==> src/rtl/alu_issue.sv <==
// Decode/issue stage for the integer ALU: decodes OP, OP-IMM, LUI and AUIPC
// into op code and operands, held in one valid/ready output slot.
module alu_issue #(
    parameter int XLEN = 32,
    parameter int OPW  = 8
) (
    input  logic            clk,
    input  logic            rst_n,
    input  logic            in_valid,
    output logic            in_ready,
    input  logic [31:0]     instr,
    input  logic [XLEN-1:0] pc,
    input  logic [XLEN-1:0] rs1_data,
    input  logic [XLEN-1:0] rs2_data,
    input  logic            flush,
    output logic            out_valid,
    input  logic            out_ready,
    output logic [OPW-1:0]  alu_op,
    output logic [XLEN-1:0] alu_a,
    output logic [XLEN-1:0] alu_b,
    output logic [4:0]      rd,
    output logic            rd_we,
    output logic            illegal,
    output logic [31:0]     issue_cnt
);

    localparam logic [OPW-1:0] OP_NOP  = OPW'(0);
    localparam logic [OPW-1:0] OP_ADD  = OPW'(1);
    localparam logic [OPW-1:0] OP_SUB  = OPW'(2);
    localparam logic [OPW-1:0] OP_SLL  = OPW'(3);
    localparam logic [OPW-1:0] OP_SLT  = OPW'(4);
    localparam logic [OPW-1:0] OP_SLTU = OPW'(5);
    localparam logic [OPW-1:0] OP_XOR  = OPW'(6);
    localparam logic [OPW-1:0] OP_SRL  = OPW'(7);
    localparam logic [OPW-1:0] OP_SRA  = OPW'(8);
    localparam logic [OPW-1:0] OP_OR   = OPW'(9);
    localparam logic [OPW-1:0] OP_AND  = OPW'(10);

    localparam logic [6:0] OPC_OP     = 7'b0110011;
    localparam logic [6:0] OPC_OPIMM  = 7'b0010011;
    localparam logic [6:0] OPC_LUI    = 7'b0110111;
    localparam logic [6:0] OPC_AUIPC  = 7'b0010111;
    localparam logic [6:0] F7_BASE    = 7'b0000000;
    localparam logic [6:0] F7_ALT     = 7'b0100000;

    logic [6:0]      w_opcode;
    logic [2:0]      w_f3;
    logic [6:0]      w_f7;
    logic [4:0]      w_rd;
    logic [XLEN-1:0] w_imm_i;
    logic [XLEN-1:0] w_imm_u;
    logic [OPW-1:0]  w_op;
    logic [XLEN-1:0] w_a;
    logic [XLEN-1:0] w_b;
    logic            w_dec;
    logic            w_ill;
    logic            w_we;
    logic            w_accept;
    logic            w_handshake;
    logic            w_unused_rs;

    logic            r_valid;
    logic [OPW-1:0]  r_op;
    logic [XLEN-1:0] r_a;
    logic [XLEN-1:0] r_b;
    logic [4:0]      r_rd;
    logic            r_we;
    logic            r_ill;
    logic [31:0]     r_cnt;

    assign w_opcode    = instr[6:0];
    assign w_f3        = instr[14:12];
    assign w_f7        = instr[31:25];
    assign w_rd        = instr[11:7];
    assign w_imm_i     = {{(XLEN-12){instr[31]}}, instr[31:20]};
    assign w_imm_u     = {instr[31:12], 12'b0};
    assign w_unused_rs = ^instr[19:15];

    always_comb begin
        w_op  = OP_NOP;
        w_a   = '0;
        w_b   = '0;
        w_dec = 1'b0;
        w_ill = 1'b0;
        case (w_opcode)
            OPC_OP: begin
                w_dec = 1'b1;
                w_a   = rs1_data;
                w_b   = rs2_data;
                // The ALU shifts by all of data2, so present only the 5-bit amount
                if (w_f3 == 3'b001 || w_f3 == 3'b101)
                    w_b = {{(XLEN-5){1'b0}}, rs2_data[4:0]};
                if (w_f7 == F7_BASE ||
                    (w_f7 == F7_ALT && (w_f3 == 3'b000 || w_f3 == 3'b101))) begin
                    case (w_f3)
                        3'b000:  w_op = w_f7[5] ? OP_SUB : OP_ADD;
                        3'b001:  w_op = OP_SLL;
                        3'b010:  w_op = OP_SLT;
                        3'b011:  w_op = OP_SLTU;
                        3'b100:  w_op = OP_XOR;
                        3'b101:  w_op = w_f7[5] ? OP_SRA : OP_SRL;
                        3'b110:  w_op = OP_OR;
                        default: w_op = OP_AND;
                    endcase
                end else begin
                    w_ill = 1'b1;
                end
            end
            OPC_OPIMM: begin
                w_dec = 1'b1;
                w_a   = rs1_data;
                w_b   = w_imm_i;
                case (w_f3)
                    3'b000: w_op = OP_ADD;
                    3'b001: begin
                        w_b = {{(XLEN-5){1'b0}}, instr[24:20]};
                        if (w_f7 == F7_BASE) w_op = OP_SLL;
                        else                 w_ill = 1'b1;
                    end
                    3'b010: w_op = OP_SLT;
                    3'b011: w_op = OP_SLTU;
                    3'b100: w_op = OP_XOR;
                    3'b101: begin
                        w_b = {{(XLEN-5){1'b0}}, instr[24:20]};
                        if (w_f7 == F7_BASE)     w_op = OP_SRL;
                        else if (w_f7 == F7_ALT) w_op = OP_SRA;
                        else                     w_ill = 1'b1;
                    end
                    3'b110:  w_op = OP_OR;
                    default: w_op = OP_AND;
                endcase
            end
            OPC_LUI: begin
                w_dec = 1'b1;
                w_op  = OP_ADD;
                w_b   = w_imm_u;
            end
            OPC_AUIPC: begin
                w_dec = 1'b1;
                w_op  = OP_ADD;
                w_a   = pc;
                w_b   = w_imm_u;
            end
            default: ;
        endcase
    end

    assign w_we        = w_dec && !w_ill && (w_rd != 5'd0);
    assign in_ready    = !flush && (!r_valid || out_ready);
    assign w_accept    = in_valid && in_ready;
    assign w_handshake = r_valid && out_ready && !flush;

    always_ff @(posedge clk or negedge rst_n) begin
        if (!rst_n) begin
            r_valid <= 1'b0;
            r_op    <= OP_NOP;
            r_a     <= '0;
            r_b     <= '0;
            r_rd    <= 5'd0;
            r_we    <= 1'b0;
            r_ill   <= 1'b0;
            r_cnt   <= 32'd0;
        end else begin
            if (w_handshake)
                r_cnt <= r_cnt + 32'd1;
            if (flush) begin
                r_valid <= 1'b0;
            end else if (w_accept) begin
                r_valid <= 1'b1;
                r_op    <= w_op;
                r_a     <= w_a;
                r_b     <= w_b;
                r_rd    <= w_rd;
                r_we    <= w_we;
                r_ill   <= w_ill;
            end else if (w_handshake) begin
                r_valid <= 1'b0;
            end
        end
    end

    assign out_valid = r_valid;
    assign alu_op    = r_op;
    assign alu_a     = r_a;
    assign alu_b     = r_b;
    assign rd        = r_rd;
    assign rd_we     = r_we;
    assign illegal   = r_ill;
    assign issue_cnt = r_cnt;

endmodule

==> config.mk <==
export PLATFORM = sky130hd
export DESIGN_NAME = alu_issue
export DESIGN_NICKNAME = d
export VERILOG_FILES = /design/src/rtl/alu_issue.sv
export SDC_FILE = /design/constraint.sdc
export NUM_CORES = 1
export LEC_CHECK = 0
export CORE_MARGIN = 10
export CORE_UTILIZATION = 44
export CTS_CLUSTER_DIAMETER = 40
export DETAILED_ROUTE_END_ITERATION = 10
export GPL_ROUTABILITY_DRIVEN = 0
export GPL_TIMING_DRIVEN = 0
export HOLD_SLACK_MARGIN = 0.03
export PLACE_DENSITY = 0.89
export SKIP_LAST_GASP = 1
export SLEW_MARGIN = 20
export SYNTH_ARGS = -nofsm -noshare
export SYNTH_HDL_FRONTEND = slang
export SYNTH_SLANG_ARGS = --single-unit
export TNS_END_PERCENT = 30
==> constraint.sdc <==
create_clock -name clk -period 2.7 [get_ports clk]
set_input_delay 0.54 -clock clk [delete_from_list [all_inputs] [get_ports clk]]
set_output_delay 0.54 -clock clk [all_outputs]
set_load 0.1 [all_outputs]
==> flow_summary.ini, run 1 <==
[finish]
fin_area_sq_um = 8010
nets = 907
drive_above_1_share = 0.0617
n_fill_cell = 836
seq_area_sq_um = 2700
syn2layout_area_growth_pct = 56.6
final_cell_mix = 235 x clkdlybuf4s50_1, 108 x dfrtp_1, 76 x nor2_1
num_antenna_cells = 0
multiInputGateArea_sq_um = 2220
final_common_cell = clkdlybuf4s50_1

[synth]
synth.avg_cell_area_sq_um = 9.82
synthDistinctLibCells = 49
syn-cell-area_sq_um = 5110
syn_inst = 521
yosys_register_bits = 108
yosysWarningCount = 0
yosysSeqAreaShare = 0.528

[floorplanning]
rows = 39
fp.dieW_um = 128
coreArea_sq_um = 11400
die_y_um = 128
initial_core_util = 0.448
io_pins = 246
dieArea_sq_um = 16300

[clocking]
clockBufferDepth = 2
cts_htree_levels = 3
post_cts_buffers = 0
cts_root_buf = clkbuf_16
clk_latency_ps = 350
cts_tree = yes
cts_hold_buf = 0
post_cts_resized = 1
clk_pin_slew_ps = 60
cts_buffers = 9
cts_sinks = 108

[status]
status = finished clean

[setup_path]
end_kind = output port
crit_arrival_ps = 2050
start_kind = input pin
ff2ff_path_depth = 6
path_max_fanout = 3
crit_type = in -> out
cp.required_ps = 2160

[power_and_ir_drop]
p_per_area_nw_per_um2 = 614
p_total_uw = 4920
vdd_drop_max_mv = 0.500
leakage_uw = 0.00340

[drt]
drt_first_pass_iters = 5
routed_wl_mm = 18.7
drc_errors = 0
antenna_left = 0
drtIter0Drc = 425
routed_via_density = 5.56
vias = 5117
wl_per_cell_um = 20.3

[global_route]
grtUsageTotal = 0.219
grt_pass1_vias = 5424
grt_start_max_net_pins = 59
grt_first_pass_wirelength_mm = 28.9
antenna_found_initial = 0
gr-total-overflow = 0

[timing]
fin_crit_ps = 2590
rsz0062_at_grt = no
final.setup_skew_ps = 7.80
tightest_slew_ps = 1040
fmax_mhz = 386
maxSlewHeadroom = 0.304
finalHoldViolCount = 0
setup_viol = 0
slew_violations = 0
fin_crit_sh = 0.961

[worst_hold_path]
hp-class = in -> async

[place]
placed_cell_area_sq_um = 7710
numPortBuffers = 237
dp_hpwl_mm = 14.7

[flow_run]
cap_violations = 0
[flip-flops by register name, indices dropped and copies added, names as in the netlist]
| register | flops |
|---|---|
| illegal | 1 |
| alu_op | 4 |
| rd_we | 1 |
| issue_cnt | 32 |
| alu_b | 32 |
| out_valid | 1 |
| alu_a | 32 |
| rd | 5 |
[stage by stage]
step / util / setup TNS, ps / worst slack [ps] / instances / hold slack (ps)
2_1_floorplan: - / 0 / 334 / 524 / 244
3_3_place_gp: 0.673 / -313590 / -2910 / 904 / 461
3_5_place_dp: 0.675 / -177 / -177 / 905 / 461
4_1_cts: 0.702 / 0 / 98.5 / 921 / 181
5_1_grt: 0.702 / 0 / 44.6 / 921 / 197
6_report: 0.702 / 0 / 106 / 921 / 165
[routing by layer]
layer,routed length (um),share of wire,up-vias,track usage
li1,-,-,2359,-
met1,6950,0.37,2493,0.237
met2,9800,0.52,227,0.394
met3,1450,0.077,38,0.0645
met4,493,0.026,0,0.0821
met5,0,0,-,0
[final cells by class]
type                            instances  share of cell area
Clock inverter                          5             0.00625
Clock buffer                           11              0.0316
Multi-Input combinational cell        371               0.277
Tap cell                              143              0.0223
Timing Repair Buffer                  238               0.300
Buffer                                 41              0.0241
Inverter                                4             0.00187
Sequential cell                       108               0.337
[kinds of logic after synthesis]
kind of cell,share of synthesized area
other,0.000733
flip-flops,0.528
adder cells (fa/ha/maj),0.00245
AND/OR/NAND/NOR,0.194
XOR/XNOR,0.0548
multiplexers,0.0259
buffers and inverters,0.0406
AO/OA/AOI/OAI,0.153
[worst max-delay path: stages]
cell and delay, ps:
clkdlybuf4s50_1 500, nor2b_1 80, nor2_2 80, dlygate4sd2_1 860
[report_power, final]
group	internal, uW	switching, uW
clock network	764	592
registers	1740	89.4
logic	491	1240
[worst paths after layout]
kind | start | end | slack [ps]
worst min-delay path | rst_n | issue_cnt[10] | 160
min in group clk | issue_cnt[31] | issue_cnt[31] | 480
worst max-delay path | out_ready | in_ready | 110
max in group asynchronous | rst_n | alu_a[25] | 1900
worst max register to register | out_valid | alu_b[29] | 790
worst min register to register | issue_cnt[31] | issue_cnt[31] | 480
[synth_stat cells (all sizes together)]
cell / count / share of area
nor3: 4 / 0.0049
a41oi: 1 / 0.0017
nand4bb: 1 / 0.0022
nor2: 77 / 0.057
and3: 10 / 0.013
a2111oi: 1 / 0.0029
or4: 1 / 0.0015
nor2b: 5 / 0.0066
and4: 7 / 0.012
nand2: 68 / 0.050
mux2i: 11 / 0.022
a31oi: 3 / 0.0037
and2: 4 / 0.0049
buf: 18 / 0.021
o21ai: 40 / 0.039
a2bb2oi: 1 / 0.0017
nor3b: 1 / 0.0024
a211oi: 1 / 0.0015
nor4bb: 1 / 0.0020
xor2: 8 / 0.014
nand3: 16 / 0.016
a21oi: 7 / 0.0076
o21a: 1 / 0.0015
o31ai: 1 / 0.0015
dfrtp: 108 / 0.53
or4b: 1 / 0.0020
nor4: 1 / 0.0024
ha: 1 / 0.0024
nand3b: 1 / 0.0015
o211ai: 2 / 0.0029
clkbuf: 23 / 0.017
and3b: 1 / 0.0017
a221oi: 51 / 0.087
inv: 4 / 0.0029
mux2: 2 / 0.0044
xnor2: 24 / 0.041
nand4: 9 / 0.011
or3: 1 / 0.0012
conb: 1 / 0.00073
nand2b: 2 / 0.0024
a22oi: 1 / 0.0015
No activity file was read; power rests on OpenSTA's default activity.
==> run 2: changes to the inputs <==
SETUP_SLACK_MARGIN = 0.3   (was not set)
==> flow_summary.ini, run 2 (synthesized netlist as in run 1, its figures left out) <==
[status]
status = finished clean

[timing]
hold_ws_ps = 160
slew_violations = 0
tightest_slew_ps = 1030
finalHoldViolCount = 0
rsz0062_at_grt = yes
fmax_mhz = 412
finalSetupTns_ps = 0
setup_viol = 0
fin_crit_sh = 0.899
final.setup_skew_ps = 6.33
maxSlewHeadroom = 0.313
fin_crit_ps = 2430

[setup_path]
path_cells = clkdlybuf4s50_1
path_max_fanout = 2
crit_family = buffers and inverters
critPathSlowestCell = clkdlybuf4s50_1
crit_buf_inv = 1
crit_arrival_ps = 1890
end_kind = output port
slowest_delay_ps = 1170
start_kind = flip-flop
r2r_end = issue_cnt[29]
crit_type = reg -> out
ff2ff_setup_slack_ps = 930
ff2ff_path_depth = 5
r2r-start = issue_cnt[5]
cp.required_ps = 2160

[finish]
n_fill_cell = 832
num_antenna_cells = 0
final_common_cell = clkdlybuf4s50_1
seq_area_sq_um = 2700
multiInputGateArea_sq_um = 2220
nets = 907
final_cell_mix = 184 x clkdlybuf4s50_1, 108 x dfrtp_1, 76 x nor2_1
syn2layout_area_growth_pct = 57.2
drive_above_1_share = 0.0668
finalNonFillerCells = 921

[drt]
drc_errors = 0
vias = 5110
routed_via_density = 5.55
drt_first_pass_iters = 5
wl_per_cell_um = 20.3
routed_wl_mm = 18.7
drtIter0Drc = 456
antenna_left = 0

[floorplanning]
rows = 39
initial_core_util = 0.448
die_y_um = 128
coreArea_sq_um = 11400
io_pins = 246
dieArea_sq_um = 16300
fp.dieW_um = 128

[clocking]
clk_pin_slew_ps = 70
cts_root_buf = clkbuf_16
cts_buffers = 9
cts_tree = yes
cts_hold_buf = 0
cts_sinks = 108
clk_latency_ps = 350
clockBufferDepth = 2
cts_htree_levels = 3

[power_and_ir_drop]
p_per_area_nw_per_um2 = 608
vdd_drop_max_mv = 0.497
leakage_uw = 0.00390

[place]
dpl.cell_count = 905
dp_hpwl_mm = 14.7
numPortBuffers = 237

[global_route]
grt_first_pass_wirelength_mm = 29.0
grt_pass1_vias = 5433
antenna_found_initial = 0
gr-total-overflow = 0
grtUsageTotal = 0.220
grt_start_max_net_pins = 59

[flow_run]
cap_violations = 0

[worst_hold_path]
hp-class = in -> async
[run 2: changes by cell type in the layout (fill, tap and decap cells not counted)]
| cell | delta |
|---|---|
| dlymetal6s2s_1 | +24 |
| clkbuf_1 | -3 |
| dlygate4sd2_1 | +26 |
| clkdlybuf4s15_2 | +1 |
| clkdlybuf4s50_1 | -51 |
| clkbuf_2 | +3 |
[run 2: layout make-up]
| class | count | share of cell area |
|---|---|---|
| Inverter | 4 | 0.00187 |
| Clock inverter | 5 | 0.00622 |
| Clock buffer | 11 | 0.0314 |
| Sequential cell | 108 | 0.336 |
| Timing Repair Buffer | 238 | 0.302 |
| Multi-Input combinational cell | 371 | 0.276 |
| Buffer | 41 | 0.0244 |
| Tap cell | 143 | 0.0222 |
[run 2: worst max path at each step]
stage                     startpoint        end  slack, ps  cells after the start
after floorplan            out_valid   in_ready        330                      2
after global placement         rst_n  alu_a[28]      -2910                      1
after detailed placement   out_ready   in_ready       -180                      4
after CTS                  out_valid  out_valid        250                      1
after global routing        alu_b[2]   alu_b[2]        260                      1
final                       alu_b[4]   alu_b[4]        270                      1
[run 2: power by group]
group          leakage (uW)  switching (uW)  internal (uW)  total [uW]
Clock              0.000155             587            764        1350
Sequential          0.00143            87.1           1740        1820
Combinational       0.00232            1240            470        1710
[run 2: through the flow]
stage               instance area (sq um)  power, uW  utilization  setup WS [ps]
finish                               8040       4890        0.704            273
global route                         8040       5050        0.704            258
CTS                                  7980       4920        0.699            249
detailed placement                   7710       3590        0.675           -177
global placement                     7680       3550        0.673          -2910
floorplan                            5130       2990            -            334
[run 2: per-layer routing]
metal | track usage | share of wire | vias up
met3 | 0.0670 | 0.079 | 37
li1 | - | - | 2364
met4 | 0.0821 | 0.024 | 0
met2 | 0.394 | 0.53 | 226
met5 | 0 | 0 | -
met1 | 0.238 | 0.37 | 2483
[run 2: worst register-to-register path: stages, from the launching register on]
cell and delay (ps):
dfrtp_1 430, and4_1 280, and4_1 320, and4_1 340, nand3_1 140, xnor2_1 150
[run 2: what timing repair did]
item                                    CTS  global route
endpoints found under the setup margin   96            96
resized for setup                        30            30
setup buffers                             0             0
gates cloned                              0             0
==> run 3: changes to the inputs <==
CTS_CLUSTER_DIAMETER = 200   (was 40)
SKIP_LAST_GASP = not set   (was 1)
==> results of run 3 <==
No change in the layout: final DEF, timing and power equal those of run 2.
==> RTL edit 1, RTL diff (config.mk and constraints of run 3) <==
Register the output `issue_cnt` once more, with the module's reset; this adds one clock of latency there. The other outputs are not delayed to match.
--- a/src/rtl/alu_issue.sv
+++ b/src/rtl/alu_issue.sv
@@ -188,3 +188,9 @@
     assign illegal   = r_ill;
-    assign issue_cnt = r_cnt;
+    always_ff @(posedge clk or negedge rst_n) begin
+        if (!rst_n) begin
+            issue_cnt <= '0;
+        end else begin
+            issue_cnt <= r_cnt;
+        end
+    end
 
Formal check against the unedited RTL: not equivalent (Yosys sat finds a counterexample within 4 cycles, from zero or initial values and one cycle with rst_n low).
==> RTL edit 1 against run 3 <==
- setup slack worse by 0.040 ns
- cell area rose by 18%
- critical endpoint is now alu_a[31]
- area after synthesis rose by 20%
- sequential cell count is 32 higher
- power rose by 16%
- final cell count is 14% higher
- sequential share of layout area is 3.5 points higher
- wire length increased by 13%
- largest cell class unchanged
==> RTL edit 1: results (changes against run 3) <==
Worst setup path
  • Worst endpoint data arrival time: 1.93 ns (was 1.89 ns)
  • CP peak stage delay: 1.14 ns (was 1.17 ns)

Route
  • Wire length on met3: 1610 um (was 1480 um)
  • Wire length on met2: 10600 um (was 9880 um)
  • Total number of vias: 5686 (was 5110)
  • Drt wl/cell: 20.1 um (was 20.3 um)
  • DRT met1 WL: 8500 um (was 6870 um)

Final layout
  • Fillers: 1041 (was 832)
  • Layout cells sized above 1: 0.0608 (was 0.0668)
  • Register area: 0.00350 mm^2 (was 0.00270 mm^2)
  • Final net count: 993 (was 907)

Global route
  • GRT met1 Usage: 0.259 (was 0.238)
  • M2 GR Usage: 0.358 (was 0.394)
  • Vias in the first global route: 5925 (was 5433)
  • First-pass GRT wire length: 33600 um (was 29000 um)
  • GRT Util Overall: 0.218 (was 0.220)
  • M3 GR Usage: 0.0726 (was 0.0670)
  • Pin count of the biggest net entering global routing: 82 (was 59)

Placed design
  • Placement Setup Slack: -0.224 ns (was -0.177 ns)
  • Post-DP Area: 0.00882 mm^2 (was 0.00771 mm^2)
  • Number of I/O port buffers: 240 (was 237)
  • Dpl hpwl: 16100 um (was 14700 um)

Timing
  • Slew margin rel.: 0.306 (was 0.313)
  • Max Clock Skew: 0.0101 ns (was 0.00633 ns)

Clock tree
  • CTS resizes: 39 (was 30)
  • Clock latency on the worst-skew pair: 0.42 ns (was 0.35 ns)

Power and ir drop
  • P_seq: 2.25 mW (was 1.82 mW)
  • P_comb: 1.12 mW (was 1.71 mW)
  • VDD IR max: 0.388 mV (was 0.497 mV)
  • Leakage power: 4.74 nW (was 3.90 nW)
  • Switching Fraction: 0.304 (was 0.392)

Yosys
  • Synth Area in XOR/XNOR: 0.0470 (was 0.0548)
  • Seq/Total Area, Yosys: 0.570 (was 0.528)
  • Synth Area in Compound Gates: 0.144 (was 0.153)
  • Post-synthesis cell type count: 45 (was 49)
  • Synth top cells by count: dfrtp_1, nand2_1, o21ai_0, nor2b_1, a21oi_1 (was dfrtp_1, nor2_1, nand2_1, a221oi_1, o21ai_0)
  • Leading post-synthesis cells by cell area: dfrtp_1, nand2_1, nor2b_1, o21ai_0, xor2_1 (was dfrtp_1, a221oi_1, nor2_1, nand2_1, xnor2_1)

Floorplan
  • Core box area: 0.0138 mm^2 (was 0.0114 mm^2)

Run status
  • Status: finished clean (unchanged)
[RTL edit 1: cell count changes after synthesis, moves of 11 or more]
| cell | before | now |
|---|---|---|
| a211oi_1 | 1 | 19 |
| a21oi_1 | 6 | 35 |
| a221o_1 | 0 | 19 |
| a221oi_1 | 51 | 0 |
| dfrtp_1 | 108 | 140 |
| nand2_1 | 68 | 88 |
| nor2_1 | 77 | 17 |
| nor2b_1 | 4 | 36 |
| nor3_1 | 3 | 14 |
| nor4_1 | 0 | 13 |
| xnor2_1 | 24 | 11 |
| xor2_1 | 8 | 22 |
[RTL edit 1: area by class of cell]
cell class,instances,area share
Timing Repair Buffer,241,0.261
Buffer,44,0.0209
Clock buffer,20,0.0483
Tap cell,180,0.0238
Inverter,11,0.00437
Sequential cell,140,0.371
Clock inverter,12,0.0146
Multi-Input combinational cell,404,0.257
[RTL edit 1: path summary, 6_finish.rpt]
| check | startpoint | to | slack, ns | cells after the start |
|---|---|---|---|---|
| max in group asynchronous | rst_n | alu_a[3] | 1.89 | 2 |
| max | alu_a[31] | alu_a[31] | 0.23 | 1 |
| min reg2reg | r_cnt[31] | issue_cnt[31] | 0.40 | 0 |
| min in group clk | r_cnt[31] | issue_cnt[31] | 0.40 | 0 |
| max reg2reg | r_cnt[5] | r_cnt[29] | 0.72 | 5 |
| min | rst_n | issue_cnt[19] | 0.03 | 1 |
[RTL edit 1: cells by family after synthesis]
logic type / after synthesis
xor gates and xnor gates: 33
AOI/OAI and AO/OA: 136
DFF: 140
buffers and inverters: 55
muxes: 14
and+or+nand+nor: 216
adders and majority gates: 1
other: 1
[RTL edit 1: per-stage QoR]
stage	total power, mW	std cells
5_1_grt	5.88	1052
6_report	5.69	1052
2_1_floorplan	2.94	599
3_3_place_gp	3.39	1019
3_5_place_dp	3.42	1020
4_1_cts	5.73	1052
==> RTL edit 2, RTL diff (flow settings as in run 3) <==
Made on the original files. Set the parameter `OPW` to 4 (it was 8).
--- a/src/rtl/alu_issue.sv
+++ b/src/rtl/alu_issue.sv
@@ -4,3 +4,3 @@
     parameter int XLEN = 32,
-    parameter int OPW  = 8
+    parameter int OPW  = 4
 ) (
Interface: changed (resized alu_op); port bits go from 246 to 242. The function was not compared with the original's and may differ.
==> RTL edit 2 against run 3 <==
- cell area rose by 1.9%
- count of clock-buffer cells in the layout did not move
- setup slack got worse by 0.011 ns
- sequential cell count did not move
- area after synthesis rose by 2.6%
- first-iteration DRC count rose by 5.9%
- power rose by 3.2%
- wire length rose by 2.3%
- critical path type unchanged
- highest routed layer unchanged
==> RTL edit 2: results (changes against run 3) <==
Power and ir drop
  • Leakage power: 3.77 nW (was 3.90 nW)
  • Sequential power share: 0.364 (was 0.373)
  • Switching Fraction: 0.378 (was 0.392)
  • VDD IR max: 0.507 mV (was 0.497 mV)
  • Tot Pwr: 5.04 mW (was 4.89 mW)
  • Power share of the clock group: 0.297 (was 0.277)

Yosys
  • Synth Area in Compound Gates: 0.163 (was 0.153)
  • Leading post-synthesis cells by cell area: dfrtp_1, nor2_1, a221oi_1, nand2_1, xnor2_1 (was dfrtp_1, a221oi_1, nor2_1, nand2_1, xnor2_1)
  • Post-synthesis cell type count: 53 (was 49)
  • Synth Area in Adders: 0.00238 (was 0.00245)
  • Seq/Total Area, Yosys: 0.515 (was 0.528)
  • Synth Area per Inst: 9.83 um^2 (was 9.82 um^2)
  • Synth Area in XOR/XNOR: 0.0551 (was 0.0548)
  • Mux contribution to synthesized area: 0.0229 (was 0.0259)
  • Synth top cells by count: dfrtp_1, nor2_1, nand2_1, a221oi_1, clkbuf_1 (was dfrtp_1, nor2_1, nand2_1, a221oi_1, o21ai_0)

Worst setup path
  • Worst r2r src: issue_cnt[0] (was issue_cnt[5])
  • R2r endpoint: issue_cnt[16] (was issue_cnt[29])
  • Crit path capture: alu_b[19] (was alu_b[4])
  • CP peak stage delay: 1.19 ns (was 1.17 ns)
  • Crit. Startpoint: alu_b[19] (was alu_b[4])
  • Worst-case reg-to-reg path depth: 6 (was 5)
  • Internal reg-to-reg setup slack: 0.67 ns (was 0.93 ns)

Placed design
  • Placement Setup Slack: -0.290 ns (was -0.177 ns)
  • Post-DP Area: 0.00785 mm^2 (was 0.00771 mm^2)
  • Dpl hpwl: 15200 um (was 14700 um)
  • Number of I/O port buffers: 238 (was 237)
  • Placed cell count: 916 (was 905)

Route
  • First drt pass iteration count: 5 (unchanged)
  • Initial detailed-routing violation count: 483 (was 456)
  • Final wirelength: 19100 um (was 18700 um)
  • Via density: 5.66 (was 5.55)
  • Drt wl/cell: 20.5 um (was 20.3 um)

Timing
  • Hold Slack: 0.152 ns (was 0.160 ns)
  • Min Tclk post-route: 2.44 ns (was 2.43 ns)
  • Max Clock Skew: 0.00882 ns (was 0.00633 ns)
  • Worst-Margin Slew: 1.05 ns (was 1.03 ns)

Run status
  • Status: finished clean (unchanged)

Final layout
  • Layout cells sized above 1: 0.0647 (was 0.0668)
  • # diodes: 0 (unchanged)
  • Fillers: 820 (was 832)

Clock tree
  • Buffer count from post-CTS setup fixing: 0 (unchanged)
  • Clk pin slew, worst setup/hold paths: 0.07 ns (about the same)

Global route
  • GRT Util Overall: 0.223 (was 0.220)
  • First-pass GRT wire length: 29600 um (was 29000 um)
  • Vias in the first global route: 5426 (was 5433)
  • Pin count of the biggest net entering global routing: 58 (was 59)
-- RTL edit 2: cell count changes after synthesis, sizes merged, moves of 11 or more --
cell / change
a21oi: +14
a221o: +11
nor3: +13
o21ai: -17
a22o: +11
a221oi: -19
-- RTL edit 2: what timing repair did --
action	in CTS	in global routing
resized for setup	33	20
setup endpoints to repair	117	115
hold endpoints to repair	0	0
-- RTL edit 2: final cells by class --
type	instances	area, um^2	share of cell area
Multi-Input combinational cell	382	2350	0.287
Clock inverter	4	97.6	0.0119
Timing Repair Buffer	239	2400	0.293
Tap cell	143	179	0.0218
Buffer	37	189	0.0231
Clock buffer	11	243	0.0296
Inverter	7	26.3	0.00321
Sequential cell	108	2710	0.330
-- RTL edit 2: per-layer routing --
layer	track usage	wire length, um	up-vias	share of wire
li1	-	-	2414	-
met1	0.251	7070	2525	0.37
met2	0.391	9780	291	0.51
met3	0.0693	1690	43	0.089
met4	0.0803	566	0	0.030
met5	0	0	-	0
